[src/rtl/paillier_pkg.sv]
// Shared constants and types for the Paillier operand-RAM arbiter.
package paillier_pkg;

    localparam int K           = 2048;
    localparam int ADDR_W      = 11;
    localparam int DATA_W      = 64;
    localparam int NUM_REQ     = 4;
    localparam int RD_LAT      = 1;
    localparam int ID_W        = $clog2(NUM_REQ);
    localparam int BURST_WORDS = K / DATA_W;

    typedef logic [ID_W-1:0] req_id_t;

    typedef enum logic {
        IDLE   = 1'b0,
        LOCKED = 1'b1
    } arb_state_e;

endpackage

[src/rtl/paillier_rr_pick.sv]
// Rotating-priority picker: one-hot grant to the first valid bit at or after i_ptr.
module paillier_rr_pick #(
    parameter int N    = 4,
    parameter int ID_W = $clog2(N)
) (
    input  logic [N-1:0]    i_valid,
    input  logic [ID_W-1:0] i_ptr,
    output logic [N-1:0]    o_grant,
    output logic [ID_W-1:0] o_id,
    output logic            o_any
);

    logic [ID_W:0]   w_sum;
    logic [ID_W-1:0] w_idx;

    // NOTE: every output of a combinational block gets a default before any
    // conditional assignment, otherwise synthesis infers a latch.
    always_comb begin
        o_grant = '0;
        o_id    = '0;
        o_any   = 1'b0;
        w_sum   = '0;
        w_idx   = '0;
        for (int k = 0; k < N; k++) begin
            w_sum = {1'b0, i_ptr} + (ID_W+1)'(k);
            if (w_sum >= (ID_W+1)'(N)) begin
                w_sum = w_sum - (ID_W+1)'(N);
            end
            w_idx = w_sum[ID_W-1:0];
            if (!o_any && i_valid[w_idx]) begin
                o_grant[w_idx] = 1'b1;
                o_id           = w_idx;
                o_any          = 1'b1;
            end
        end
    end

endmodule

[src/rtl/paillier_ram_arbiter.sv]
// Round-robin arbiter sharing one single-port operand RAM between Paillier engines,
// with locked bursts and tag-pipelined read-data return.
module paillier_ram_arbiter #(
    parameter int NUM_REQ = paillier_pkg::NUM_REQ,
    parameter int DATA_W  = paillier_pkg::DATA_W,
    parameter int ADDR_W  = paillier_pkg::ADDR_W,
    parameter int RD_LAT  = paillier_pkg::RD_LAT
) (
    input  logic                       clk,
    input  logic                       rst_n,
    input  logic [NUM_REQ-1:0]         req_valid,
    output logic [NUM_REQ-1:0]         req_ready,
    input  logic [NUM_REQ-1:0]         req_wen,
    input  logic [NUM_REQ*ADDR_W-1:0]  req_addr,
    input  logic [NUM_REQ*DATA_W-1:0]  req_wdata,
    input  logic [NUM_REQ-1:0]         req_lock,
    output logic [NUM_REQ-1:0]         rsp_valid,
    output logic [DATA_W-1:0]          rsp_data,
    output logic                       ram_wen,
    output logic [ADDR_W-1:0]          ram_addr,
    output logic [DATA_W-1:0]          ram_wr_data,
    input  logic [DATA_W-1:0]          ram_rd_data,
    output logic                       ram_en,
    output logic [$clog2(NUM_REQ)-1:0] owner
);

    import paillier_pkg::*;

    localparam int ID_W = $clog2(NUM_REQ);
    localparam int PIPE = RD_LAT + 1;

    arb_state_e          r_state, w_state_nxt;
    logic [ID_W-1:0]     r_ptr, w_ptr_nxt;
    logic [ID_W-1:0]     r_owner, w_owner_nxt;

    logic [NUM_REQ-1:0]  w_pick_grant;
    logic [ID_W-1:0]     w_pick_id;
    logic                w_pick_any;

    logic [NUM_REQ-1:0]  w_ready;
    logic                w_accept;
    logic [ID_W-1:0]     w_acc_id;
    logic                w_acc_rd;

    logic [PIPE-1:0]     r_tag_v;
    logic [ID_W-1:0]     r_tag_id [PIPE];

    paillier_rr_pick #(
        .N    (NUM_REQ),
        .ID_W (ID_W)
    ) u_pick (
        .i_valid (req_valid),
        .i_ptr   (r_ptr),
        .o_grant (w_pick_grant),
        .o_id    (w_pick_id),
        .o_any   (w_pick_any)
    );

    // Grant and next-state: the picker only matters in IDLE; a lock pins the owner.
    always_comb begin
        w_ready     = '0;
        w_accept    = 1'b0;
        w_acc_id    = r_owner;
        w_state_nxt = r_state;
        w_ptr_nxt   = r_ptr;
        w_owner_nxt = r_owner;
        case (r_state)
            IDLE: begin
                w_ready  = w_pick_grant;
                w_accept = w_pick_any;
                w_acc_id = w_pick_id;
            end
            LOCKED: begin
                w_ready[r_owner] = req_valid[r_owner];
                w_accept         = req_valid[r_owner];
            end
            default: ;
        endcase
        if (w_accept) begin
            w_owner_nxt = w_acc_id;
            w_ptr_nxt   = (w_acc_id == ID_W'(NUM_REQ-1)) ? '0 : w_acc_id + ID_W'(1);
            w_state_nxt = req_lock[w_acc_id] ? LOCKED : IDLE;
        end
    end

    assign w_acc_rd  = w_accept & ~req_wen[w_acc_id];
    assign req_ready = w_ready;

    // NOTE: state registers use non-blocking assignments so every flop samples
    // pre-edge values regardless of process evaluation order.
    always_ff @(posedge clk or negedge rst_n) begin
        if (!rst_n) begin
            r_state <= IDLE;
            r_ptr   <= '0;
            r_owner <= '0;
        end else begin
            r_state <= w_state_nxt;
            r_ptr   <= w_ptr_nxt;
            r_owner <= w_owner_nxt;
        end
    end

    // Registered RAM command; address and data hold when idle to avoid toggling.
    always_ff @(posedge clk or negedge rst_n) begin
        if (!rst_n) begin
            ram_en      <= 1'b0;
            ram_wen     <= 1'b0;
            ram_addr    <= '0;
            ram_wr_data <= '0;
        end else begin
            ram_en  <= w_accept;
            ram_wen <= w_accept & req_wen[w_acc_id];
            if (w_accept) begin
                ram_addr    <= req_addr[w_acc_id*ADDR_W +: ADDR_W];
                ram_wr_data <= req_wdata[w_acc_id*DATA_W +: DATA_W];
            end
        end
    end

    // NOTE: the tag pipeline is reset in full, ids included, so a reset can never
    // release a stale tag and produce a phantom response.
    always_ff @(posedge clk or negedge rst_n) begin
        if (!rst_n) begin
            r_tag_v <= '0;
            for (int s = 0; s < PIPE; s++) begin
                r_tag_id[s] <= '0;
            end
        end else begin
            r_tag_v     <= {r_tag_v[PIPE-2:0], w_acc_rd};
            r_tag_id[0] <= w_acc_id;
            for (int s = 1; s < PIPE; s++) begin
                r_tag_id[s] <= r_tag_id[s-1];
            end
        end
    end

    always_comb begin
        rsp_valid = '0;
        if (r_tag_v[PIPE-1]) begin
            rsp_valid[r_tag_id[PIPE-1]] = 1'b1;
        end
    end

    assign rsp_data = ram_rd_data;
    assign owner    = r_owner;

    a_ready_onehot : assert property (@(posedge clk) disable iff (!rst_n) $onehot0(req_ready));
    a_rsp_onehot   : assert property (@(posedge clk) disable iff (!rst_n) $onehot0(rsp_valid));

endmodule

[config.mk]
export PLATFORM = sky130hd
export DESIGN_NAME = paillier_ram_arbiter
export DESIGN_NICKNAME = d
export VERILOG_FILES = /design/src/rtl/paillier_pkg.sv /design/src/rtl/paillier_rr_pick.sv /design/src/rtl/paillier_ram_arbiter.sv
export SDC_FILE = /design/constraint.sdc
export NUM_CORES = 1
export LEC_CHECK = 0
export CELL_PAD_IN_SITES_DETAIL_PLACEMENT = 1
export CELL_PAD_IN_SITES_GLOBAL_PLACEMENT = 2
export CORE_AREA = 4 4 201 203
export DETAILED_ROUTE_END_ITERATION = 6
export DIE_AREA = 0 0 205 207
export PLACE_DENSITY = 0.82
export SLEW_MARGIN = 25
export SYNTH_ARGS = -nofsm -noshare
export SYNTH_HDL_FRONTEND = slang
export SYNTH_SLANG_ARGS = --single-unit
export TNS_END_PERCENT = 10
[constraint.sdc]
create_clock -name clk -period 3.8 [get_ports clk]
set_clock_uncertainty 0.15 [all_clocks]
set_input_delay 0.76 -clock clk [delete_from_list [all_inputs] [get_ports clk]]
set_output_delay 0.76 -clock clk [all_outputs]
set_load 0.02 [all_outputs]
==> impl_metrics.toml, run 1 <==
[route]
via_count = 6307
finalWirelength_um = 28600
ant_nets = 0
wire_per_inst_um = 19.3
detail_route.drc_violations = 0
drt_iter0_markers = 224
vias_per_cell = 4.26
dr.pass1.iters = 4

[power_and_ir_drop]
cellPowerDensity_nw_per_um2 = 910
power.leakage_nw = 4.48
ir_drop_v = 0.000458
totalPowerFinal_mw = 9.95

[worst_setup_path]
critical_path.max_stage_delay_ns = 0.59
critPathRequiredTime_ns = 2.89
critical_path.slowest_cell = "mux4_2"
r2r_start = "r_ptr[0]"
critPathBufInv = 2
timing.critical_path.max_delay_family = "buffers and inverters"
crit_path_start_kind = "primary input"
worstPathMaxFanout = 7
critical_path.cell_chain = "clkdlybuf4s50_1 -> mux4_2 -> nor2_1 -> a21boi_1 -> o22ai_2 -> a221oi_2 -> o22ai_1 -> clkdlybuf4s15_2"
worst_setup_path_startpoint = "req_valid[0]"
worstPathArrival_ns = 2.84
critPathCaptureType = "output port"
path_class = "primary input to output port"

[cells_and_area]
layout_common_cells = "clkdlybuf4s50_1, mux2i_1, nand2_1, dfrtp_1, o221ai_1"
synthToLayoutAreaGrowth_pct = 69.0
layout.filler_cells = 4497
finalNetCount = 1342
fin_util_pct = 28.4
layout_cell_share_with_drive_strength_beyond_1_pct = 9.13
layout_commonest_cell = "clkdlybuf4s50_1"
number_of_antenna_repair_diodes = 0
final_cells = 1482

[timing]
worst-slew-pin-transition_ns = 0.784
rsz0062_at_grt = "yes"
report.final.setup_viol = 0
period_share_pct = 98.7
hold_viol_final = 0
final-max-slew-violation-count = 0
finalWorstSetupSlack_ns = 0.0510
min_period_ns = 3.75
slew_headroom_pct = 47.7
final.hold.worst_slack_ns = 0.209
timing.fmax_mhz = 267

[global_routing]
first_global_vias = 6846
antenna_found_initial = 0
grt_max_degree = 81
gr-total-overflow = 0
grt_usage_pct = 13.0
wire_length_of_the_first_global_routing_pass_um = 42400

[clock_tree]
clock_latency_at_the_later_pin_of_the_worst_skew_pair_ns = 0.36
clk_path_buf_depth = 2
num_clock_sinks = 88
cts.root.buffer_cell = "clkbuf_16"
cts_hold_buffers = 0
numCtsBuffers = 9
tritoncts_clock_tree = "yes"
htree_num_levels = 3
cts.reportedPaths.clkPinSlew_ns = 0.07

[synthesis]
netlist_instances = 612
yosys_warnings = 0
yosys.cell_types.count = 53
ys_ff_latch = 88
synth_seq_area_share_pct = 34.0
async_flop_share_pct = 100
synthesized_area_per_cell_um2 = 10.6
synth_enable_flop_cells = 0
synth_top_flop_cell = "dfrtp_1"
syn_std_cell_area_um2 = 6470
synth_nets = 995

[floorplan]
chipWidth_um = 205
placementRows = 72
dieHeight_um = 207
fp.dieArea_um2 = 42400
core_area_um2 = 38500
start_util_pct = 16.8
floorplan.io_pins = 529

[min_path]
min-delay-start = "r_tag_v[0]"
worstHoldPathType = "register to register"

[outcome]
outcome = "finished, final reports clean"

[job]
max_cap_violations = 0

[placement]
post_placement_worst_setup_slack_ns = -0.321
placed_wire_length_estimate_um = 22800
portbufs = 400
numPlacedInstances = 1466
place_congestion = 0.782
==> cell usage after synthesis (6+ instances only) <==
library cell   number  area, um^2
mux2i_1           156        1560
nand2_1            91         342
dfrtp_1            88        2200
o221ai_1           76         666
buf_4              65         488
buf_12             12         240
nor2_1             11        41.3
clkbuf_1           10        37.5
a21boi_0            8        60.1
dlygate4sd1_1       8        70.1
buf_6               6        67.6
inv_1               6        22.5
o22ai_1             6        37.5
==> path summary, 6_finish.rpt <==
path                                         to  slack (ns)  cells after the start
worst min-delay path                 r_tag_v[1]        0.21                      0
min in group asynchronous       ram_wr_data[20]        0.30                      1
worst min register to register       r_tag_v[1]        0.21                      0
max in group asynchronous       ram_wr_data[57]        2.49                      2
worst max-delay path               req_ready[3]        0.05                      8
worst max register to register  ram_wr_data[25]        0.60                      9
==> sequential cells by signal, summed over array words and instances (netlist names) <==
name         cells
r_ptr            2
ram_addr        11
ram_en           1
ram_wr_data     64
owner            2
r_tag_v          2
ram_wen          1
r_state          1
r_tag_id         4
==> cell families after synthesis <==
kind of cell               synth area share [%]
DFF                                        34.0
AOI/OAI and AO/OA                          14.5
and+or+nand+nor                            8.87
buffers and inverters                      16.2
muxes                                      25.3
adders and majority gates                 0.966
xor gates and xnor gates                  0.135
==> report_power, final <==
part / switching, mW / internal [mW]
registers: 0.307 / 1.48
logic: 3.81 / 3.39
clock network: 0.440 / 0.531
==> final cells by class <==
| cell class | instances | area [um^2] | share of cell area (%) |
|---|---|---|---|
| Tap cell | 518 | 648 | 5.92 |
| Multi-Input combinational cell | 403 | 3280 | 30.0 |
| Timing Repair Buffer | 449 | 4470 | 40.9 |
| Inverter | 8 | 30.0 | 0.274 |
| Sequential cell | 88 | 2200 | 20.1 |
| Clock buffer | 10 | 239 | 2.18 |
| Clock inverter | 6 | 67.6 | 0.618 |
==> stage by stage <==
| step | instance area (um^2) | setup TNS, ns |
|---|---|---|
| global placement | 10600 | -0.890 |
| CTS | 10900 | 0 |
| detailed placement | 10600 | -1.26 |
| floorplan | 6470 | 0 |
| finish | 10900 | 0 |
| global route | 10900 | -0.117 |
==> per-layer routing <==
| metal | global-route usage (%) | wire length [um] | vias to the layer above |
|---|---|---|---|
| li1 | - | - | 2912 |
| met1 | 14.2 | 11000 | 3057 |
| met2 | 23.2 | 14400 | 296 |
| met3 | 4.43 | 2580 | 42 |
| met4 | 4.74 | 670 | 0 |
| met5 | 0 | 0 | - |
==> timing repair <==
| action | 4_1_cts | 5_1_grt |
|---|---|---|
| buffers inserted | 0 | 0 |
| endpoints found under the setup margin | 4 | 4 |
| resized for setup | 11 | 13 |
(Power assumes the default switching activity.)
==> run 2, diff against run 1 <==
--- a/config.mk
+++ b/config.mk
@@ -5,12 +5,13 @@
 export SDC_FILE = /design/constraint.sdc
 export NUM_CORES = 1
 export LEC_CHECK = 0
+export ABC_AREA = 1
 export CELL_PAD_IN_SITES_DETAIL_PLACEMENT = 1
 export CELL_PAD_IN_SITES_GLOBAL_PLACEMENT = 2
-export CORE_AREA = 4 4 201 203
+export CORE_MARGIN = 2
+export CORE_UTILIZATION = 16
 export DETAILED_ROUTE_END_ITERATION = 6
-export DIE_AREA = 0 0 205 207
-export PLACE_DENSITY = 0.82
+export PLACE_DENSITY = 0.84
 export SLEW_MARGIN = 25
 export SYNTH_ARGS = -nofsm -noshare
 export SYNTH_HDL_FRONTEND = slang
==> run 2 against run 1 <==
Net effect:
- register-to-register slack better by 0.11 ns
- via count up 42%
- largest cell class unchanged
- die area up 16%
- critical path depth up 3
- the flow now finishes with violations (design-rule violations)
- combinational power up 7.5%
- power up 6.2%
- hold slack worse by 0.0035 ns
- first-iteration DRC count up 59%
- sequential power about the same
- highest routed layer is now met5
- count of clock-buffer cells in the layout up 2
==> impl_metrics.toml, run 2 <==
[timing]
timing.fmax_mhz = 277
rsz0062_at_grt = "no"
slew_headroom_pct = 59.0
period_share_pct = 94.9
worst-slew-pin-transition_ns = 0.614
hold_viol_final = 0
min_period_ns = 3.61
total_negative_setup_slack_ns = 0
report.final.setup_viol = 0
final-max-slew-violation-count = 0

[cells_and_area]
area.sequential_um2 = 2200
layout_common_cells = "nand2_1, clkdlybuf4s50_1, inv_1, nand3_1, dfrtp_1"
multiInputGateArea_um2 = 3490
largest-register = "ram_wr_data"
synthToLayoutAreaGrowth_pct = 60.0
layout_commonest_cell = "nand2_1"
layout.filler_cells = 5833
fin_area_um2 = 12100
finalNetCount = 1954
top_regs = "ram_wr_data x64, ram_addr x11, r_tag_id x4"
largest_register_ffs = 64
layout_cell_share_with_drive_strength_beyond_1_pct = 3.30

[clock_tree]
num_clock_sinks = 88
cts_hold_buffers = 0
cts.reportedPaths.clkPinSlew_ns = 0.07
tritoncts_clock_tree = "yes"
cts_post_setup_buffers_inserted = 0
htree_num_levels = 3
numCtsBuffers = 9
clk_path_buf_depth = 2
cts.root.buffer_cell = "clkbuf_16"
clock_latency_at_the_later_pin_of_the_worst_skew_pair_ns = 0.38
post_cts.resized_instances = 4

[synthesis]
synth_top_cell_by_area = "dfrtp_1"
synth_seq_area_share_pct = 29.0
synth_enable_flop_cells = 0
synth.cells.most_frequent = "nand2_1, inv_1, nand3_1"
post-synth-top-area-fraction_pct = 29.0
syn_std_cell_area_um2 = 7590
post-synth-top-count-cell = "nand2_1"
synth_nets = 1655
async_flop_share_pct = 100
ys_ff_latch = 88
yosys_warnings = 0
top_area_cells_in_the_synthesized_netlist = "dfrtp_1, nand2_1, nand3_1"
synthesized_area_per_cell_um2 = 5.96
yosys.cell_types.count = 29
netlist_instances = 1272
synth_top_flop_cell = "dfrtp_1"

[power_and_ir_drop]
internal-power_mw = 4.94
ir_drop_v = 0.000421
cellPowerDensity_nw_per_um2 = 871
p_sw_share_pct = 53.3
power.leakage_nw = 6.28
seq_power_share_pct = 17.1
power.combinational.fraction_pct = 73.1
clockPowerShare_pct = 9.8
net-switching-power_mw = 5.63

[min_path]
worstHoldPathType = "primary input to async pin"

[floorplan]
core_area_um2 = 46700
dieHeight_um = 222
floorplan.io_pins = 529
placementRows = 79
start_util_pct = 16.3
fp.dieArea_um2 = 49200
chipWidth_um = 222

[route]
drt_iter0_markers = 357
wire_per_inst_um = 16.4
finalWirelength_um = 35900
ant_nets = 0
dr.pass1.iters = 7
detail_route.drc_violations = 22
via_count = 8986
vias_per_cell = 4.11

[worst_setup_path]
path_class = "primary input to output port"
critical_path.max_stage_delay_ns = 0.47
ff2ff_setup_slack_ns = 0.71
worstPathArrival_ns = 2.70
r2r-end = "ram_addr[10]"
worstPathMaxFanout = 5
critical_path.slowest_cell = "clkdlybuf4s50_1"
r2r_start = "r_ptr[1]"
crit_path_frequent_cell = "nand2_1"
critPathRequiredTime_ns = 2.89
critical_path.cell_chain = "clkdlybuf4s50_1 -> nand2_1 -> nand2_1 -> nand2_1 -> nand2_1 -> nor2_4 -> nand3b_1 -> o221ai_1 -> nand2_1 -> o31ai_1 -> dlygate4sd2_1"
critPathCaptureType = "output port"
timing.critical_path.max_delay_family = "simple AND/OR/NAND/NOR gates"
reg2regPathDepth = 15
crit_path_start_kind = "primary input"
critPathBufInv = 2

[outcome]
outcome = "finished with violations"
violations = "design-rule violations"

[global_routing]
gr-total-overflow = 0
use_met1_pct = 16.6
antenna_found_initial = 2
wire_length_of_the_first_global_routing_pass_um = 55100
first_global_vias = 9685
grt_max_degree = 89
grt_usage_pct = 14.5
grt_most_used_layer = "met2"
use_met2_pct = 25.4
met3_usage_in_global_routing_pct = 3.53

[placement]
placed_wire_length_estimate_um = 27600
place_congestion = 0.846
postPlaceCellArea_um2 = 11800
portbufs = 400

[job]
max_cap_violations = 0
-- run 2: changes by cell type after synthesis, moves of 10 or more --
cell,before,now
nand3_1,1,252
inv_1,6,286
nand2_1,91,426
o221ai_1,76,3
mux2i_1,156,0
buf_12,12,0
clkbuf_1,10,20
buf_2,3,32
o211ai_1,0,33
-- run 2: logic make-up (layout without fill, tap and decap cells) --
family	after synthesis	after routing	synth area share, %
other cells	0	1	0
simple gates	697	697	39.3
buf+inv	423	727	25.4
flops	88	88	29.0
fa+ha+maj	5	5	0.825
compound gates	59	59	5.48
-- run 2: cell type report --
cell class	count	share of cell area (%)
Timing Repair Buffer	421	35.2
Multi-Input combinational cell	761	28.8
Sequential cell	88	18.2
Inverter	290	8.97
Tap cell	607	6.26
Clock buffer	12	2.03
Clock inverter	4	0.629
Antenna cell	1	0.0206
-- run 2: worst register-to-register path, cell delays in order, from the launching register on --
cell and delay [ns]:
dfrtp_2 0.46, inv_1 0.21, ha_1 0.31, nand3_1 0.14
nand2_1 0.12, nor2_4 0.18, nand3b_1 0.19, buf_4 0.19
nand3_2 0.08, nand2_1 0.07, nand2_2 0.15, nand2_1 0.14
inv_2 0.21, buf_12 0.22, nand3_1 0.13, nand3_1 0.10
-- run 2: worst max path at each step --
stage	startpoint	endpoint	depth (start not counted)
2_1_floorplan	r_ptr[0]	req_ready[1]	9
3_3_place_gp	req_valid[2]	req_ready[0]	11
3_5_place_dp	req_valid[2]	req_ready[2]	11
4_1_cts	req_valid[2]	req_ready[2]	11
5_1_grt	r_ptr[0]	req_ready[3]	11
6_report	req_valid[0]	req_ready[0]	11
-- run 2: per-stage QoR --
stage | total power [mW] | hold slack, ns | setup WS, ns | instances | utilization (%)
after floorplan | 6.65 | 0.181 | 1.01 | 1272 | -
after global placement | 9.59 | 0.183 | -0.0240 | 2167 | 25.3
after detailed placement | 9.77 | 0.192 | -0.0806 | 2167 | 25.3
after CTS | 10.9 | 0.203 | -0.0890 | 2183 | 26.0
after global routing | 11.6 | 0.214 | 0.00408 | 2184 | 26.0
final | 10.6 | 0.206 | 0.195 | 2184 | 26.0
-- run 2: metal layers --
metal,vias to the layer above,wire length (um),part of all wire (%)
li1,4388,-,-
met1,4257,14600,41
met4,2,1280,3.6
met3,71,2040,5.7
met5,-,13,0.036
met2,268,17900,50
-- run 2: power by group through the flow --
stage	clock network (mW)	logic, mW	registers (mW)
4_1_cts	1.10	7.95	1.81
3_3_place_gp	0	7.79	1.80
3_5_place_dp	0	7.95	1.82
2_1_floorplan	0	4.38	2.27
5_1_grt	1.13	8.65	1.87
6_report	1.04	7.73	1.80
